--- config.mk ---
export PLATFORM = sky130hd
export DESIGN_NAME = uart_baud_ctrl
export DESIGN_NICKNAME = d
export VERILOG_FILES = /design/src/rtl/uart_pkg.sv /design/src/rtl/uart_rx_sync.sv /design/src/rtl/uart_baud_ctrl.sv
export SDC_FILE = /design/constraint.sdc
export NUM_CORES = 1
export LEC_CHECK = 0
export CORE_MARGIN = 2
export CORE_UTILIZATION = 35
export DETAILED_ROUTE_END_ITERATION = 10
export PLACE_DENSITY = 0.53
export SYNTH_ARGS = -nofsm -noshare
export SYNTH_HDL_FRONTEND = slang
export SYNTH_SLANG_ARGS = --single-unit
--- constraint.sdc ---
create_clock -name clk -period 4.5 [get_ports clk]
set_input_delay 0.9 -clock clk [delete_from_list [all_inputs] [get_ports clk]]
set_output_delay 0.9 -clock clk [all_outputs]
set_load 0.02 [all_outputs]
--- src/rtl/uart_pkg.sv ---
// Shared types and constants for the CoreUART baud-rate controller.
// The optional macro UART_ABAUD_CHECK_EN adds the second-measurement states.
package uart_pkg;

    localparam int BAUD_W = 13;
    localparam int FRAC_W = 3;
    localparam logic [7:0] SYNC_CHAR = 8'h55;

    typedef enum logic [2:0] {
        ST_IDLE,
        ST_ARM,
        ST_WAIT_START,
        ST_MEASURE,
        ST_CALC,
        ST_PEND
`ifdef UART_ABAUD_CHECK_EN
        ,
        ST_WAIT_START2,
        ST_MEASURE2
`endif
    } abaud_state_t;

endpackage

--- src/rtl/uart_rx_sync.sv ---
// Two-flop synchronizer for the raw rx line plus single-cycle edge pulses
// derived from the synchronized value. Flops reset high to match an idle line.
module uart_rx_sync (
    input  logic clk,
    input  logic reset_n,
    input  logic rx,
    output logic rx_sync,
    output logic rx_fall,
    output logic rx_rise
);

    logic rx_meta;
    logic rx_s2;
    logic rx_prev;

    always_ff @(posedge clk or negedge reset_n) begin
        if (!reset_n) begin
            rx_meta <= 1'b1;
            rx_s2   <= 1'b1;
            rx_prev <= 1'b1;
        end else begin
            rx_meta <= rx;
            rx_s2   <= rx_meta;
            rx_prev <= rx_s2;
        end
    end

    assign rx_sync = rx_s2;
    assign rx_fall = rx_prev & ~rx_s2;
    assign rx_rise = ~rx_prev & rx_s2;

endmodule

--- src/rtl/uart_baud_ctrl.sv ---
// Baud-rate configuration controller: host load or auto-baud on a 0x55 sync
// character, committed only while the UART is idle. Optional macro: UART_ABAUD_CHECK_EN.
module uart_baud_ctrl
    import uart_pkg::*;
#(
    parameter int               CNT_W            = 20,
    parameter int               MIN_PERIOD       = 16,
    parameter logic [BAUD_W-1:0] DEFAULT_BAUD_VAL = 13'd1,
    parameter logic [FRAC_W-1:0] DEFAULT_FRAC     = 3'd0,
    parameter int               FRAC_EN          = 1
) (
    input  logic              clk,
    input  logic              reset_n,
    input  logic              rx,
    input  logic              autobaud_start,
    input  logic              host_load,
    input  logic [BAUD_W-1:0] host_baud_val,
    input  logic [FRAC_W-1:0] host_baud_frac,
    input  logic              tx_busy,
    input  logic              rx_busy,
    output logic [BAUD_W-1:0] baud_val,
    output logic [FRAC_W-1:0] baud_val_fraction,
    output logic              cfg_pending,
    output logic              autobaud_busy,
    output logic              autobaud_done,
    output logic              autobaud_err
);

    localparam logic [CNT_W-1:0] CNT_MAX = '1;

    abaud_state_t state, state_next;

    logic rx_sync, rx_fall, rx_rise;

    logic [CNT_W-1:0]  cnt, cnt_plus, p_reg;
    logic [BAUD_W-1:0] stage_bv;
    logic [FRAC_W-1:0] stage_fr;
    logic              stage_auto;

    logic cnt_clr, cnt_inc, p_load, err_set, err_clr;
    logic stage_host, stage_calc, commit;

    logic [31:0]       q_w, q8_w, qr8_w, bv_w;
    logic              calc_err;
    logic [BAUD_W-1:0] calc_bv;
    logic [FRAC_W-1:0] calc_fr;

    uart_rx_sync u_rx_sync (
        .clk     (clk),
        .reset_n (reset_n),
        .rx      (rx),
        .rx_sync (rx_sync),
        .rx_fall (rx_fall),
        .rx_rise (rx_rise)
    );

    assign cnt_plus = cnt + CNT_W'(1);

`ifdef UART_ABAUD_CHECK_EN
    logic [CNT_W-1:0] p1_reg, p_diff, p_avg;
    logic             p1_load, diff_bad;

    // Second low period must agree with the first to within one eighth.
    always_comb begin
        p_diff   = (cnt_plus > p1_reg) ? (cnt_plus - p1_reg) : (p1_reg - cnt_plus);
        diff_bad = p_diff > (p1_reg >> 3);
        p_avg    = CNT_W'(({1'b0, p1_reg} + {1'b0, cnt_plus}) >> 1);
    end
`endif

    // Q is the bit period in eighths of a 16x tick, rounded; the divisor is Q/8 - 1.
    always_comb begin
        q_w      = (32'(p_reg) + 32'd1) >> 1;
        q8_w     = q_w >> 3;
        qr8_w    = (q_w + 32'd4) >> 3;
        bv_w     = (FRAC_EN != 0) ? (q8_w - 32'd1) : (qr8_w - 32'd1);
        calc_err = (32'(p_reg) < 32'(MIN_PERIOD)) || (q8_w == 32'd0) ||
                   (bv_w > 32'((1 << BAUD_W) - 1));
        calc_bv  = bv_w[BAUD_W-1:0];
        calc_fr  = (FRAC_EN != 0) ? q_w[FRAC_W-1:0] : '0;
    end

    always_ff @(posedge clk or negedge reset_n) begin
        if (!reset_n) state <= ST_IDLE;
        else          state <= state_next;
    end

    // Host load overrides everything, including a same-cycle autobaud_start.
    always_comb begin
        state_next = state;
        cnt_clr    = 1'b0;
        cnt_inc    = 1'b0;
        p_load     = 1'b0;
        err_set    = 1'b0;
        err_clr    = 1'b0;
        stage_host = 1'b0;
        stage_calc = 1'b0;
        commit     = 1'b0;
`ifdef UART_ABAUD_CHECK_EN
        p1_load    = 1'b0;
`endif
        if (host_load) begin
            stage_host = 1'b1;
            state_next = ST_PEND;
        end else begin
            case (state)
                ST_IDLE: begin
                    if (autobaud_start) begin
                        err_clr    = 1'b1;
                        state_next = ST_ARM;
                    end
                end
                ST_ARM: begin
                    if (rx_sync) state_next = ST_WAIT_START;
                end
                ST_WAIT_START: begin
                    if (rx_fall) begin
                        cnt_clr    = 1'b1;
                        state_next = ST_MEASURE;
                    end
                end
                ST_MEASURE: begin
                    if (cnt == CNT_MAX) begin
                        err_set    = 1'b1;
                        state_next = ST_IDLE;
                    end else begin
                        cnt_inc = 1'b1;
                        if (rx_rise) begin
`ifdef UART_ABAUD_CHECK_EN
                            p1_load    = 1'b1;
                            state_next = ST_WAIT_START2;
`else
                            p_load     = 1'b1;
                            state_next = ST_CALC;
`endif
                        end
                    end
                end
`ifdef UART_ABAUD_CHECK_EN
                ST_WAIT_START2: begin
                    if (rx_fall) begin
                        cnt_clr    = 1'b1;
                        state_next = ST_MEASURE2;
                    end
                end
                ST_MEASURE2: begin
                    if (cnt == CNT_MAX) begin
                        err_set    = 1'b1;
                        state_next = ST_IDLE;
                    end else begin
                        cnt_inc = 1'b1;
                        if (rx_rise) begin
                            if (diff_bad) begin
                                err_set    = 1'b1;
                                state_next = ST_IDLE;
                            end else begin
                                p_load     = 1'b1;
                                state_next = ST_CALC;
                            end
                        end
                    end
                end
`endif
                ST_CALC: begin
                    if (calc_err) begin
                        err_set    = 1'b1;
                        state_next = ST_IDLE;
                    end else begin
                        stage_calc = 1'b1;
                        state_next = ST_PEND;
                    end
                end
                ST_PEND: begin
                    if (!tx_busy && !rx_busy) begin
                        commit     = 1'b1;
                        state_next = ST_IDLE;
                    end
                end
                default: state_next = ST_IDLE;
            endcase
        end
    end

    // Measurement counter, staged setting and the committed outputs.
    always_ff @(posedge clk or negedge reset_n) begin
        if (!reset_n) begin
            cnt               <= '0;
            p_reg             <= '0;
`ifdef UART_ABAUD_CHECK_EN
            p1_reg            <= '0;
`endif
            stage_bv          <= DEFAULT_BAUD_VAL;
            stage_fr          <= DEFAULT_FRAC;
            stage_auto        <= 1'b0;
            baud_val          <= DEFAULT_BAUD_VAL;
            baud_val_fraction <= DEFAULT_FRAC;
            autobaud_done     <= 1'b0;
            autobaud_err      <= 1'b0;
        end else begin
            if (cnt_clr)      cnt <= '0;
            else if (cnt_inc) cnt <= cnt_plus;
`ifdef UART_ABAUD_CHECK_EN
            if (p1_load) p1_reg <= cnt_plus;
            if (p_load)  p_reg  <= p_avg;
`else
            if (p_load)  p_reg  <= cnt_plus;
`endif
            if (stage_host) begin
                stage_bv   <= host_baud_val;
                stage_fr   <= host_baud_frac;
                stage_auto <= 1'b0;
            end else if (stage_calc) begin
                stage_bv   <= calc_bv;
                stage_fr   <= calc_fr;
                stage_auto <= 1'b1;
            end
            if (commit) begin
                baud_val          <= stage_bv;
                baud_val_fraction <= stage_fr;
            end
            autobaud_done <= commit & stage_auto;
            if (err_clr)      autobaud_err <= 1'b0;
            else if (err_set) autobaud_err <= 1'b1;
        end
    end

    assign cfg_pending   = (state == ST_PEND);
    assign autobaud_busy = (state != ST_IDLE) && (state != ST_PEND);

endmodule

### Yosys cells after proc, flatten, opt, wreduce, memory -nomap -nowiden

Cells that the tools add are included.

* flip-flop bits (word level): 81
* output and inout bits: 20
* logic and storage cells: 91

* add/sub/neg operators: 3
* magnitude comparators: 2
* eq/ne operators: 12
* mux-type cells: 43
* bitwise gates (word level): 5
* reductions and logical operators: 13

Operators with widths (count)
* 20-bit 2-to-1 mux: 2
* 32-bit by 13-bit > comparator with 1-bit output (second input constant): 1
* 32-bit zero test: 1
* 3-bit 2-to-1 mux: 10
* 1-bit 2-to-1 mux: 27
* 13-bit 2-to-1 mux: 2
* 20-bit by 1-bit adder with 21-bit output (second input constant): 1
* 20-bit by 1-bit adder with 20-bit output (second input constant): 1
* 20-bit == test (second input constant): 1
* 20-bit by 5-bit less-than comparator with 1-bit output (second input constant): 1
* 3-bit one-hot mux with 6 select lines: 1
* 17-bit by 1-bit subtractor with 18-bit output (second input constant): 1
* 3-bit inequality test (second input constant): 3
* 3-bit by 2-bit == test with 1-bit output (second input constant): 2
* 3-bit == test (second input constant): 2
* 3-bit by 2-bit inequality test with 1-bit output (second input constant): 2
* 2-bit nonzero test: 3
* 5-bit AND reduction: 1
* 4-bit inequality test (second input constant): 1
* 1-bit AND: 3
* 3-bit by 1-bit == test with 1-bit output (second input constant): 1
* 3-bit zero test: 1
* 3-bit nonzero test: 1
* 1-bit logical AND: 2
* 4 further kinds: 7

### Longest topological paths before layout

Gate-level depths: netlist (run 1).

* depth in word-level cells: 9
* mapped depth: 15
* depth with buffers taken out: 11

### By module

A second synthesis (run 1) with hierarchy kept.

* cell total of the unflattened synthesis: 544
* area total of the unflattened synthesis: 4944.7 um2

By module, submodules not included
* uart_baud_ctrl: instances 1, cells each 539, area each 4850.9 um2, seq. area each 1954.4 um2
* uart_rx_sync: instances 1, cells each 5, area each 93.8 um2, seq. area each 78.8 um2

### Least setup slack after synthesis (run 1)

Ideal clock, no wire load.

* kind: reg-to-reg
* from: register p_reg[0]
* to: register stage_bv[6]
* setup time: 0.125 ns
* arrival time: 3.329 ns
* required time: 4.375 ns
* setup slack: 1.046 ns
* cell stages (with the launch flop): 14
* buffers on the path: 3
* clock period less this slack: 3.454 ns
* cells stage by stage: dfrtp_1 > ha_1 > nand3_2 > clkbuf_1 > nand4_1 > a211oi_1 > o21ai_1 > or3_1 > clkbuf_1 > o21a_1 > a211oi_2 > buf_6 > mux2_1 > mux2_2

* cells in the longest elaborated chain, start to end: 8
* elaborated cells on any way between the ends: 13
* classes of those cells: add/sub: 2; order compare: 2; mux: 5; reduce/logical: 4

Ends and longest elaborated chain
* start: declaration: line uart_baud_ctrl.sv:35 `logic [CNT_W-1:0] cnt, cnt_plus, p_reg;`
* start signal: assignment: line uart_baud_ctrl.sv:206 `if (p_load) p_reg <= cnt_plus;`
* 20-bit by 1-bit adder with 21-bit output: line uart_baud_ctrl.sv:73 `q_w = (32'(p_reg) + 32'd1) >> 1;`
* 17-bit by 1-bit subtractor with 18-bit output or 32-bit zero test (tied branches): line uart_baud_ctrl.sv:76, uart_baud_ctrl.sv:77
* 32-bit by 13-bit > comparator with 1-bit output or 1-bit logical OR (tied branches): line uart_baud_ctrl.sv:78, uart_baud_ctrl.sv:77
* 1-bit logical OR: line uart_baud_ctrl.sv:77 `calc_err = (32'(p_reg) < 32'(MIN_PERIOD)) || (q8_w == 32'd0) ||`
* 1-bit 2-to-1 mux: line uart_baud_ctrl.sv:165 `if (calc_err) begin`
* 1-bit 2-to-1 mux: line uart_baud_ctrl.sv:106 `case (state)`
* 1-bit 2-to-1 mux: line uart_baud_ctrl.sv:102 `if (host_load) begin`
* 2-bit nonzero test (no source line)
* end signal: assignment: line uart_baud_ctrl.sv:209 `stage_bv <= host_baud_val;`
* end signal: assignment: line uart_baud_ctrl.sv:213 `stage_bv <= calc_bv;`
* end: declaration: line uart_baud_ctrl.sv:36 `logic [BAUD_W-1:0] stage_bv;`

Several ways; a longest one is shown, not always the timed one. The select of a mux whose other input is x is not followed.
A chain may end at the register's enable or synchronous reset.

### Worst setup path in the final report (run 1)

* from: register p_reg[0]
* to: register stage_bv[1]

Same word-level chain as after synthesis.

==> metrics.txt, run 1 <==
number of global-route vias before repair=3700; CP startpoint kind=flip-flop; Die Area=0.0146 mm²; Gate Count Post-Synth=520; Fin Setup TNS=0 ps; die span in x=121 µm; fin crit share=0.877; Power Density=518 mW/mm²; Detail Route Antenna Nets=0; Req. time, crit path=about 4700 ps; Util after Layout=0.421; Final Skew=7.81 ps; latest clock arrival within the worst-skew pair=350 ps; Mean Syn Cell Area=slightly above 9 µm²; RSZ-0062 raised after global routing=no; Mapped Nets=547; Clk pin slew, worst setup/hold paths=60 ps; post-DP HPWL=slightly above 8000 µm; fin crit period=3940 ps; CTS max path bufs=2; Starting DRT DRC Count=between 200 and 250; hold buffers post-CTS=0; via count=3812; commonest non-fill, non-tap cell in the layout=dfrtp_1; placer's final routability congestion estimate=0.874; Post-route DRC=0; Hold Path Class=reg2reg; Synth Flop Type=dfrtp_1; Max Slew Vio Count=0; Nets=570; register area share after synthesis=0.427; wire per inst=15.2 µm; diodes inserted=0; worst slew margin relative to its limit=0.323; Yosys warning total=0; Routed WL=roughly 11000 µm; Congestion Overflow GR=0; VDD IR max=0.165 mV; most frequent cells in the layout=76 x dfrtp_1, 71 x nand2_1, 46 x o21ai_0; Sink Count=81; setup slack, reg-to-reg=around 560 ps; fmax=0.254 GHz; drt via density=5.27; initial antenna violation count=0; boundary pin count=43; PostCTS Resize Cnt=0; GRT Overall Usage=0.164; crit end category=flip-flop; status=completed; Area growth syn-to-layout=17.4%; largest net degree at the start of global routing=approximately 80; Tightest Pin Transition=roughly 1000 ps; total CTS buffers=9; Core Area=0.0133 mm²; final instance area=0.00560 mm²; Yosys cell types=59; clock root buffer=clkbuf_16; WS Path Type=reg2reg; first-pass GRT wire length=18900 µm; H-tree levels=3; Final Hold Fails=0; Die Height=between 100 and 150 µm; Rows=42; CP Max Fanout=15; fraction of registers with async set/reset=1.00; final number of setup-violating endpoints=0; Post-synth EDFFs=0; Post-CTS Setup Bufs=0; Post-Syn Area=roughly 0.0048 mm²; fraction of layout instances using a drive strength above 1=0.102; MaxCap Viol Count=0; Initial Util=0.358; CTS tree=done; Worst Path Arrival=4180 ps; I/O Buffers=42; DRT Pass-1 Iters=4; Synth Register Bits=~80; DP Area=0.00530 mm²; leak pwr=2.19 nW
## per-stage QoR
step	instances	hold slack [ps]	setup slack, ps	power, W
after global routing	724	364	259	0.00310
after detailed placement	708	348	544	0.00219
final	724	359	556	0.00290
after CTS	724	361	526	0.00293
after global placement	708	347	655	0.00217
after floorplan	520	345	1050	0.00180
## power breakdown
part | leakage [nW] | internal (W) | switching, W
Combinational | 1.04 | 0.000502 | 0.000526
Clock | 0.137 | 0.000446 | 0.000283
Sequential | 1.01 | 0.000914 | 0.000225
## Yosys cell counts (5+ instances only)
library cell | n | area, µm²
dfrtp_1 | 76 | 1900
nand2_1 | 71 | 267
o21ai_0 | 46 | 230
nor2_1 | 31 | 116
xnor2_1 | 27 | 236
clkbuf_1 | 25 | 93.8
mux2_2 | 21 | 236
mux2i_1 | 14 | 140
nand3_1 | 14 | 70.1
o21ai_1 | 14 | 70.1
xor2_1 | 14 | 123
a21oi_1 | 13 | 65.1
and3_1 | 12 | 75.1
nor3_1 | 12 | 60.1
o31ai_1 | 10 | 75.1
or3_1 | 9 | 56.3
nor4_1 | 8 | 50.1
buf_2 | 7 | 35.0
a21o_1 | 6 | 45.0
nand2b_1 | 6 | 37.5
dfstp_2 | 5 | 131
inv_1 | 5 | 18.8
nand4_1 | 5 | 31.3
o211ai_1 | 5 | 37.5
## worst max-delay path, cell delays in order (launching register included)
cell	delay (ps)
dfrtp_1	430
ha_1	240
nand3_2	260
or4_1	720
o21ai_2	190
o211ai_1	150
or3_1	370
o21a_1	210
a211oi_4	590
buf_4	310
nor3b_1	80
a221o_1	270
## kinds of logic after synthesis
| logic type | share of synthesized area |
|---|---|
| AOI/OAI and AO/OA | 0.155 |
| xor gates and xnor gates | 0.0753 |
| adders and majority gates | 0.0105 |
| buffers and inverters | 0.0389 |
| DFF | 0.427 |
| muxes | 0.0861 |
| and+or+nand+nor | 0.207 |
## per-layer routing
layer	part of all wire	wire length [µm]	track usage	vias to the layer above
met2	0.43	4710	0.241	73
li1	-	-	-	1909
met1	0.51	5580	0.230	1812
met5	0	0	0	-
met4	0.028	306	0.0814	0
met3	0.039	431	0.0307	18
## path summary, 6_finish.rpt
path,startpoint,endpoint,cells past startpoint
min in group asynchronous,reset_n,baud_val_fraction[0],1
worst min register to register,u_rx_sync.rx_meta,u_rx_sync.rx_sync,0
worst min-delay path,u_rx_sync.rx_meta,u_rx_sync.rx_sync,0
worst max-delay path,p_reg[0],stage_bv[1],11
worst max register to register,p_reg[0],stage_bv[1],11
max in group asynchronous,reset_n,p_reg[13],1
## layout make-up
cell class / instances / area, µm²
fill: 1307 / 7700
tap: 176 / 220
timing repair buffer: 49 / 470
sequential: 81 / 2030
inverter: 5 / 18.8
clock inverter: 2 / 37.5
clock buffer: 14 / 254
multi-input combinational: 397 / 2560
(Power assumes the default switching activity.)
==> run 2, diff against run 1 <==
--- a/config.mk
+++ b/config.mk
@@ -5,6 +5,7 @@
 export SDC_FILE = /design/constraint.sdc
 export NUM_CORES = 1
 export LEC_CHECK = 0
+export CORE_ASPECT_RATIO = 1.1
 export CORE_MARGIN = 2
 export CORE_UTILIZATION = 35
 export DETAILED_ROUTE_END_ITERATION = 10
==> run 2 against run 1 <==
Effect of this change:
- sequential share of layout area down 0.18 points
- clock power is 2.9% higher
- highest routed layer unchanged
- worst setup slack improved by 150 ps
- largest power group unchanged
- utilization increased by 0.29 points
==> metrics.txt, run 2 (synthesized netlist as in run 1, its figures left out) <==
Initial Util=0.359; Sink Count=81; post-DP HPWL=8100 µm; diodes inserted=0; clock root buffer=clkbuf_16; cell at the slowest stage of the critical path=or4_1; total CTS buffers=9; placer's final routability congestion estimate=0.912; CTS max path bufs=2; VDD IR max=around 0.15 mV; hold buffers post-CTS=0; Starting DRT DRC Count=210; CTS tree=done; Fin Setup TNS=0 ps; I/O Buffers=42; fin crit period=3790 ps; first-pass GRT wire length=19000 µm; MaxCap Viol Count=0; Req. time, crit path=4720 ps; Tightest Pin Transition=a little over 1000 ps; Die Area=0.0146 mm²; CP bufs+invs=1; Rows=44; Post-route DRC=0; leak pwr=2.20 nW; Routed WL=~11000 µm; H-tree levels=3; Final Skew=approximately 9.6 ps; Power Density=519 mW/mm²; fraction of layout instances using a drive strength above 1=0.106; worst slew margin relative to its limit=0.308; RSZ-0062 raised after global routing=no; Hold Path Class=reg2reg; Post-CTS Setup Bufs=0; crit-path max cell delay=slightly above 700 ps; Die Height=around 130 µm; Final Hold Fails=0; Max Slew Vio Count=0; Nets=571; Worst Path Arrival=between 4000 and 5000 ps; CP startpoint kind=flip-flop; die span in x=between 100 and 150 µm; Clk pin slew, worst setup/hold paths=roughly 60 ps; crit end category=flip-flop; drt via density=5.25; Congestion Overflow GR=0; final number of setup-violating endpoints=0; Detail Route Antenna Nets=0; PostCTS Resize Cnt=0; Power, Total=between 0.002 and 0.003 W; Core Area=0.0133 mm²; Area growth syn-to-layout=18.0%; DRT Pass-1 Iters=4; WS Path Type=reg2reg; commonest non-fill, non-tap cell in the layout=dfrtp_1; latest clock arrival within the worst-skew pair=~340 ps; CP top delay family=simple AND/OR/NAND/NOR gates; GRT Overall Usage=0.164; number of global-route vias before repair=3809; via count=3849; most frequent cells in the layout=76 x dfrtp_1, 71 x nand2_1, 46 x o21ai_0; status=completed; boundary pin count=43; initial antenna violation count=0; CP Max Fanout=15; CP Cell Sequence=ha_1 -> nand3_2 -> or4_1 -> o21ai_2 -> o211ai_1 -> or3_1 -> o21a_1 -> a211oi_4 -> buf_4 -> mux2_1 -> mux2_2; largest net degree at the start of global routing=82; fmax=0.264 GHz; fin crit share=0.842; wire per inst=15.1 µm
## run 2: final timing paths
path | slack (ps) | from | endpoint | depth (start not counted)
worst max-delay path | 710 | p_reg[0] | stage_bv[6] | 11
worst min-delay path | 350 | u_rx_sync.rx_meta | u_rx_sync.rx_sync | 0
worst max register to register | 710 | p_reg[0] | stage_bv[6] | 11
worst min register to register | 350 | u_rx_sync.rx_meta | u_rx_sync.rx_sync | 0
max in group asynchronous | 3100 | reset_n | p_reg[9] | 1
min in group asynchronous | 730 | reset_n | baud_val_fraction[1] | 1
## run 2: area by class of cell
type                            count  area, µm²
Multi-Input combinational cell    397       2560
Clock inverter                      2       37.5
Inverter                            5       18.8
Timing Repair Buffer               50        478
Clock buffer                       14        264
Fill cell                        1325       7640
Tap cell                          184        230
Sequential cell                    81       2030
## run 2: power breakdown
group | leakage [nW] | internal (W) | switching, W
Clock | 0.143 | 0.000461 | 0.000289
Combinational | 1.05 | 0.000500 | 0.000520
Sequential | 1.01 | 0.000914 | 0.000234
Total | 2.20 | 0.00188 | 0.00104
## run 2: metal layers
layer | track usage | wire (µm) | part of all wire
met2 | 0.260 | 5020 | 0.45
met5 | 0 | 0 | 0
met3 | 0.0296 | 401 | 0.036
met1 | 0.217 | 5370 | 0.49
met4 | 0.0737 | 255 | 0.023
## run 2: per-stage QoR
stage                     hold slack (ps)  cell area (µm²)  utilization  instances  worst slack [ps]
after global placement                347             5320        0.401        717               826
after CTS                             355             5620        0.424        733               700
after floorplan                       345             4770            -        520              1050
after global routing                  364             5620        0.424        733               464
final                                 355             5620        0.424        733               710
after detailed placement              347             5320        0.401        717               727
==> run 3, diff against run 2 <==
--- a/config.mk
+++ b/config.mk
@@ -9,7 +9,7 @@
 export CORE_MARGIN = 2
 export CORE_UTILIZATION = 35
 export DETAILED_ROUTE_END_ITERATION = 10
-export PLACE_DENSITY = 0.53
+export PLACE_DENSITY = 0.55
 export SYNTH_ARGS = -nofsm -noshare
 export SYNTH_HDL_FRONTEND = slang
 export SYNTH_SLANG_ARGS = --single-unit
==> constraint.sdc (replaced) <==
create_clock -name clk -period 3.1 [get_ports clk]
set_input_delay 0.62 -clock clk [delete_from_list [all_inputs] [get_ports clk]]
set_output_delay 0.62 -clock clk [all_outputs]
set_load 0.02 [all_outputs]
==> run 3 against run 2 <==
Effect of this change:
- the run now ends with negative setup slack left
- design area rose by 13%
- power rose by 62%
- register-to-register slack got worse by 880 ps
- first-iteration DRC count fell by 8.6%
- critical path type unchanged
- critical endpoint is now stage_bv[4]
==> metrics.txt, run 3 (synthesized netlist as in run 1, its figures left out) <==
boundary pin count=43; Power Internal=0.00309 W; GRT Overall Usage=0.166; Worst Path Arrival=3480 ps; busiest grt layer=met2; largest net degree at the start of global routing=82; Tightest Pin Transition=approximately 1000 ps; Fin Setup TNS=-684 ps; Detail Route Antenna Nets=0; CP startpoint kind=flip-flop; drt via density=5.08; commonest non-fill, non-tap cell in the layout=dfrtp_1; fin crit period=~3300 ps; Req. time, crit path=3320 ps; diodes inserted=0; hold wc startpoint=u_rx_sync.rx_meta; Sink Count=81; Max Slew Vio Count=0; DRT Pass-1 Iters=4; Power Density=~750 mW/mm²; Final Hold Fails=0; fraction of layout instances using a drive strength above 1=0.237; Congestion Overflow GR=0; placer's final routability congestion estimate=0.879; final number of setup-violating endpoints=15; Gate power share=0.419; RSZ-0062 raised after global routing=yes; Worst Hold Depth=0; Rows=44; WS Path Type=reg2reg; Area growth syn-to-layout=32.8%; Clock Power Share=0.245; total CTS buffers=9; leak pwr=2.60 nW; Starting DRT DRC Count=192; Sw Share=0.346; wire per inst=14.6 µm; latest clock arrival within the worst-skew pair=340 ps; status=complete, but fails checks; setup slack, reg-to-reg=-170 ps; CTS tree=done; initial antenna violation count=0; Initial Util=0.359; dpl ws=-183 ps; Switch Pwr=0.00163 W; VDD IR max=around 0.24 mV; worst hold endpoint=u_rx_sync.rx_sync; most frequent cells in the layout=76 x dfrtp_1, 70 x nand2_1, 68 x buf_4; I/O Buffers=42; met2 Use GR=0.268; failing checks=negative setup slack; fin crit share=1.05; die span in x=115 µm; Routed WL=~12000 µm; Clk pin slew, worst setup/hold paths=about 60 ps; via count=4057; hold buffers post-CTS=0; Filler cells=between 1000 and 1500; crit end category=flip-flop; Seq pwr share=0.335; number of global-route vias before repair=3985; Post-route DRC=0; Hold Path Class=reg2reg; first-pass GRT wire length=a little under 20000 µm; worst slew margin relative to its limit=0.319; setup ws final=-168 ps; Nets=637; clock root buffer=clkbuf_16; Die Area=between 0.01 and 0.015 mm²; Worst R2R End=stage_bv[4]; Util after Layout=0.477; post-DP HPWL=8290 µm; Core Area=approximately 0.013 mm²; fmax=0.306 GHz; CP Max Fanout=5; Die Height=~130 µm; met1 Track Usage GR=0.222; MaxCap Viol Count=0; H-tree levels=3; Reg2Reg Depth=11; M3 GR Usage=0.0296; CTS max path bufs=2; Final Skew=~10 ps; reg-to-reg startpoint=p_reg[6]
## run 3: cell count changes in the layout (fill, tap and decap cells not counted), moves of 3 or more
cell	change
mux2_1	-3
mux2_4	+4
buf_4	+59
buf_6	+4
clkbuf_1	-3
## run 3: repair_timing
item | 4_1_cts | 5_1_grt
endpoints found under the hold margin | 0 | 0
pin swaps | 10 | 3
gates resized for setup | 15 | 17
setup endpoints to repair | 17 | 18
setup buffers | 16 | 2
## run 3: critical path: stages, from the launching register on
cell and delay (ps):
dfrtp_1 400, buf_4 140, and3_1 240, a2111oi_4 390, mux2_4 210, o211ai_1 170
or3_1 400, o21a_1 210, a211oi_4 280, buf_6 150, mux2_4 280, mux2_4 260
## run 3: power groups by stage
stage | Combinational [W] | Sequential (W) | Clock [W]
6_report | 0.00198 | 0.00158 | 0.00116
5_1_grt | 0.00217 | 0.00162 | 0.00124
4_1_cts | 0.00196 | 0.00157 | 0.00119
3_5_place_dp | 0.00182 | 0.00159 | 0
3_3_place_gp | 0.00180 | 0.00157 | 0
2_1_floorplan | 0.000993 | 0.00164 | 0
## run 3: layer usage
layer  vias to the layer above  routed length, µm
li1                       2037                  -
met1                      1931               5470
met2                        70               5610
met3                        19                333
met4                         0                226
met5                         -                  0
## run 3: worst max-delay path by stage
stage	start	endpoint
2_1_floorplan	p_reg[0]	stage_bv[6]
3_3_place_gp	p_reg[1]	stage_bv[4]
3_5_place_dp	p_reg[0]	stage_bv[1]
4_1_cts	p_reg[0]	stage_bv[6]
5_1_grt	p_reg[1]	stage_bv[4]
6_report	p_reg[6]	stage_bv[4]
## run 3: stage by stage
| step | hold WS, ps | total power, W | instances | cell area, µm² |
|---|---|---|---|---|
| 5_1_grt | 361 | 0.00503 | 799 | 6330 |
| 4_1_cts | 356 | 0.00472 | 800 | 6250 |
| 3_5_place_dp | 347 | 0.00341 | 768 | 5740 |
| 3_3_place_gp | 346 | 0.00337 | 768 | 5740 |
| 6_report | 354 | 0.00472 | 799 | 6330 |
| 2_1_floorplan | 324 | 0.00263 | 520 | 4790 |
## run 3: area by class of cell
cell class	count	area, µm²	area share
multi-input cells	397	2700	0.426
flip-flops and latches	81	2030	0.321
repair buffers	116	1020	0.161
clock buffers	10	239	0.0377
well taps	184	230	0.0364
clock inverters	6	90.1	0.0142
inverters	5	18.8	0.00296
